**config.mk**
```make
export PLATFORM = sky130hd
export DESIGN_NAME = frame_packer
export DESIGN_NICKNAME = d
export VERILOG_FILES = /design/src/rtl/frame_packer.sv
export SDC_FILE = /design/constraint.sdc
export NUM_CORES = 1
export LEC_CHECK = 0
export CAP_MARGIN = 20
export CORE_UTILIZATION = 47
export CTS_BUF_LIST = sky130_fd_sc_hd__clkbuf_4 sky130_fd_sc_hd__clkbuf_8
export CTS_CLUSTER_DIAMETER = 100
export DETAILED_ROUTE_END_ITERATION = 10
export GPL_TIMING_DRIVEN = 0
export HOLD_SLACK_MARGIN = 0.1
export PLACE_DENSITY_LB_ADDON = 0.12
export SLEW_MARGIN = 20
export SYNTH_ARGS = -nofsm -noshare
export SYNTH_HDL_FRONTEND = slang
export SYNTH_SLANG_ARGS = --single-unit
```
**constraint.sdc**
```tcl
create_clock -name clk -period 2.1 [get_ports clk]
set_input_delay 0.42 -clock clk [delete_from_list [all_inputs] [get_ports clk]]
set_output_delay 0.42 -clock clk [all_outputs]
set_load 0.1 [all_outputs]
```
**src/rtl/frame_packer.sv**
```systemverilog
// Word-to-frame packer: collects NWORDS words into a parallel frame held until acked.
// Optional shadow fill buffer (no-gap streaming) enabled by FRAME_PACKER_DBUF_EN.
module frame_packer #(
    parameter int  W      = 32,
    parameter int  NWORDS = 4,
    localparam int FW     = $clog2(NWORDS + 1)
) (
    input  logic          clk,
    input  logic          reset,
    input  logic          flush,
    input  logic          in_valid,
    input  logic [W-1:0]  in_data,
    output logic          in_ready,
    output logic [W-1:0]  frame_o [NWORDS-1:0],
    output logic          frame_valid,
    input  logic          frame_ack,
    output logic [FW-1:0] fill_level,
    output logic [7:0]    frame_count
);

    // state  | meaning
    // S_FILL | no frame presented; words fill frame_o directly
    // S_FULL | frame_o presented and held until frame_ack
    typedef enum logic {S_FILL, S_FULL} state_t;

    state_t        r_state;
    logic [FW-1:0] r_fill;
    logic          r_valid;
    logic [7:0]    r_count;
    logic [W-1:0]  r_frame [NWORDS-1:0];

    logic          w_accept;
    logic          w_last;
    logic [FW-1:0] w_wr_idx;

    // First word received lands in the highest index.
    assign w_wr_idx    = FW'(NWORDS - 1) - r_fill;
    assign w_last      = (r_fill == FW'(NWORDS - 1));
    assign w_accept    = in_valid && in_ready;

    assign frame_o     = r_frame;
    assign frame_valid = r_valid;
    assign fill_level  = r_fill;
    assign frame_count = r_count;

`ifdef FRAME_PACKER_DBUF_EN
    logic [W-1:0] r_shadow    [NWORDS-1:0];
    logic [W-1:0] w_shadow_nx [NWORDS-1:0];
    logic         w_shadow_full;

    // In S_FULL r_fill counts the shadow buffer; stall only when both are full.
    assign in_ready      = !(r_state == S_FULL && r_fill == FW'(NWORDS));
    assign w_shadow_full = (r_fill == FW'(NWORDS)) || (w_accept && w_last);

    always_comb begin
        for (int i = 0; i < NWORDS; i++) begin
            w_shadow_nx[i] = r_shadow[i];
            if (r_state == S_FULL && w_accept && w_wr_idx == FW'(i))
                w_shadow_nx[i] = in_data;
        end
    end

    always_ff @(posedge clk or negedge reset) begin
        if (!reset) begin
            r_state <= S_FILL;
            r_fill  <= '0;
            r_valid <= 1'b0;
            r_count <= '0;
            for (int i = 0; i < NWORDS; i++) begin
                r_frame[i]  <= '0;
                r_shadow[i] <= '0;
            end
        end else if (flush) begin
            r_state <= S_FILL;
            r_fill  <= '0;
            r_valid <= 1'b0;
        end else begin
            if (w_accept && w_last)
                r_count <= r_count + 8'd1;
            case (r_state)
                S_FILL: begin
                    if (w_accept) begin
                        for (int i = 0; i < NWORDS; i++)
                            if (w_wr_idx == FW'(i)) r_frame[i] <= in_data;
                        r_fill <= r_fill + 1'b1;
                        if (w_last) begin
                            r_state <= S_FULL;
                            r_valid <= 1'b1;
                            r_fill  <= '0;
                        end
                    end
                end
                S_FULL: begin
                    r_shadow <= w_shadow_nx;
                    if (w_accept)
                        r_fill <= r_fill + 1'b1;
                    // A partial shadow moves down too and keeps filling in S_FILL.
                    if (frame_ack) begin
                        r_frame <= w_shadow_nx;
                        if (w_shadow_full) begin
                            r_fill <= '0;
                        end else begin
                            r_state <= S_FILL;
                            r_valid <= 1'b0;
                        end
                    end
                end
                default: r_state <= S_FILL;
            endcase
        end
    end
`else
    assign in_ready = (r_state == S_FILL);

    always_ff @(posedge clk or negedge reset) begin
        if (!reset) begin
            r_state <= S_FILL;
            r_fill  <= '0;
            r_valid <= 1'b0;
            r_count <= '0;
            for (int i = 0; i < NWORDS; i++)
                r_frame[i] <= '0;
        end else if (flush) begin
            r_state <= S_FILL;
            r_fill  <= '0;
            r_valid <= 1'b0;
        end else begin
            case (r_state)
                S_FILL: begin
                    if (w_accept) begin
                        for (int i = 0; i < NWORDS; i++)
                            if (w_wr_idx == FW'(i)) r_frame[i] <= in_data;
                        r_fill <= r_fill + 1'b1;
                        if (w_last) begin
                            r_state <= S_FULL;
                            r_valid <= 1'b1;
                            r_count <= r_count + 8'd1;
                        end
                    end
                end
                S_FULL: begin
                    if (frame_ack) begin
                        r_state <= S_FILL;
                        r_fill  <= '0;
                        r_valid <= 1'b0;
                    end
                end
                default: r_state <= S_FILL;
            endcase
        end
    end
`endif

endmodule

```
==> out/metrics.csv <==
stage;metric;value;unit
outcome;status;finished clean;
placement;Post-DP HPWL;8520;um
clock_tree;later-pin clock latency in the skew report;0.43;ns
synth;post-synthesis sequential area ratio;65.0;%
setup_path;CP max FO;2;
synth;Synth Register Bits;141;
setup_path;CP Buf/Inv Count;1;
timing;Tmin final;2.05;ns
die;die area;0.0120;mm2
clock_tree;CTS Root Cell;clkbuf_8;
route;Post-DRT Antenna Nets;0;
timing;Slew Limit Fails;0;
synth;most common cell in the synthesized netlist;dfrtp_1;
synth;Most used DFF post-synth;dfrtp_1;
grt;pin count of the biggest net entering global routing;75;
grt;met2 Use GR;36.0;%
synth;top-area cell type share of the netlist area;65.0;%
setup_path;CP Capture Type;primary output;
timing;final setup vio count;0;
power_and_ir_drop;maximum vdd drop;0.981;mV
clock_tree;cts bufs inserted;17;
clock_tree;CTS tree;done;
timing;Max Fclk;487;MHz
setup_path;register-to-register setup slack;0.14;ns
grt;vias in the first global route;3582;
power_and_ir_drop;Leakage Power;3.66;nW
route;wire per inst;17.8;um
timing;final setup skew;0.00841;ns
grt;Overflow after GRT;0;
setup_path;CP Launch Type;flip-flop;
grt;most used routing layer;met2;
placement;GPL Wtd Cong;0.803;
synth;warnings from Yosys;0;
finish;share of layout cells above drive strength 1;44.3;%
setup_path;slowest stage delay, CP;0.86;ns
die;Core ar.;0.0110;mm2
grt;global routing usage on met1;25.7;%
route;DR iter-0 viols;79;
setup_path;cells along the critical path;dlygate4sd2_1;
finish;Final nets;579;
setup_path;type of the worst setup path;reg -> out;
clock_tree;CTS Sinks;141;
die;Initial Util;49.2;%
synth;syn avg cell area;16.1;um2
finish;ANT cells;0;
synth;top post-synthesis cells by area;dfrtp_1, mux2_2, ha_1;
flow_run;max cap viols;0;
finish;final core occ;69.8;%
placement;Area after DPL;0.00741;mm2
route;First-pass DRT Iterations;4;
min_path;Min-Delay Path Class;in -> reg;
synth;Post-synth ARST share;100;%
setup_path;CP Data Required Time;1.68;ns
synth;net count after synthesis;381;
synth;Commonest cells post-synth;dfrtp_1, mux2_2, buf_1;
clock_tree;clock-pin slew on the worst setup and hold paths;0.07;ns
placement;IO Port Bufs;176;
route;DR vias;3458;
synth;area leader, netlist;dfrtp_1;
grt;gr usage total;22.1;%
finish;final non-filler cell area;0.00770;mm2
die;io pins;178;
timing;Hold Violations, Final;0;
finish;Syn-to-layout area delta;41.9;%
timing;unrepaired setup endpoints after global routing;no;
power_and_ir_drop;PD cells;1600;mW/mm2
synth;Post-synth EDFFs;0;
setup_path;crit-path leading delay family;buffers and inverters;
clock_tree;CTS max path bufs;2;
timing;Slew @ Worst Pin;0.991;ns
die;Horiz. Die Dim;109;um
die;die height;109;um
die;row count;38;
route;Post-Route WL;12200;um
synth;Synth cell types;26;
grt;initial antenna violation count;0;
route;Vias/cell;5.03;
finish;FILL cells;810;
grt;global-route wire length before repair;19100;um
timing;Relative slew margins;34.2;%
power_and_ir_drop;Design Power;12.3;mW
setup_path;CP Data Arrival Time;1.63;ns
timing;fin crit share;97.8;%
route;DR DRC count;0;
setup_path;slowest stage cell, crit path;dlygate4sd2_1;
grt;grt met3 use;9.31;%
synth;Mapped Area;0.00543;mm2
synth;Syn Inst Count;338;
timing;Final TNS setup;0;ns
clock_tree;CTS H-tree lvls;4;
[per-layer routing]
layer  vias to the layer above  wire [um]
met5                         -          0
met4                         0        205
met3                        19       1100
met2                       119       6050
met1                      1738       4890
li1                       1582          -
[worst paths after layout]
check / start / to / depth (start not counted)
setup / recovery: frame_o[38] / frame_o[38] / 1
hold / removal: flush / fill_level[0] / 2
setup reg to reg: fill_level[0] / frame_o[94] / 4
hold reg to reg: frame_o[106] / frame_o[106] / 1
max in group asynchronous: reset / frame_o[80] / 3
min in group asynchronous: reset / frame_count[7] / 2
[area by class of cell]
type / instances / area [um2] / share of cell area [%]
sequential: 141 / 3540 / 45.9
multi-input combinational: 178 / 1830 / 23.8
tap: 140 / 175 / 2.27
timing repair buffer: 179 / 1620 / 21.0
clock inverter: 5 / 103 / 1.33
clock buffer: 26 / 339 / 4.40
buffer: 14 / 81.3 / 1.06
inverter: 5 / 18.8 / 0.244
[where the power goes]
part | total [mW] | switching (mW) | leakage [nW] | internal [mW]
Sequential | 3.64 | 0.314 | 1.78 | 3.32
Combinational | 6.31 | 5.18 | 1.65 | 1.13
Clock | 2.35 | 0.953 | 0.226 | 1.40
Total | 12.3 | 6.45 | 3.66 | 5.85
[through the flow]
stage               worst slack, ns  cells  hold slack [ns]
finish                       0.0456    688            0.186
global route              0.0000205    688            0.173
CTS                        0.000215    687            0.149
detailed placement           -0.616    655            0.399
global placement              -5.67    654            0.485
floorplan                   0.00526    338            0.124
[repair_timing]
action                                  CTS  global route
hold buffers                              1             0
gates resized for setup                 220           125
buffers inserted                          0             1
endpoints found under the setup margin  261           214
endpoints found under the hold margin    67             0
[registers in the layout, summed over array words and instances, names as in the netlist]
register,cells
frame_o,128
frame_count,8
frame_valid,1
fill_level,3
r_state,1
[cell usage in the layout (no fill, tap or decap), types with 2 or more instances in the layout]
cell and instances:
clkbuf_8 23, nand2_1 8, buf_6 2, clkbuf_2 49
dfrtp_4 2, clkbuf_4 3, clkdlybuf4s15_2 16, dlygate4sd2_1 7
clkdlybuf4s50_1 34, nor3_1 2, nand2b_1 2, bufinv_16 3
xnor2_1 3, a21oi_1 4, clkdlybuf4s15_1 76, nand3_1 7
xor2_1 3, mux2_2 129, dfrtp_1 138, or4b_4 2
ha_1 6, buf_2 3, inv_1 5, nor2_1 2
[logic make-up after synthesis]
kind of cell / share of synthesized area, %
flip-flops: 65.0
multiplexers: 26.8
AND/OR/NAND/NOR: 3.30
buffers and inverters: 1.66
XOR/XNOR: 1.27
AO/OA/AOI/OAI: 0.623
adder cells (fa/ha/maj): 1.38
No activity file was read; power rests on OpenSTA's default activity.
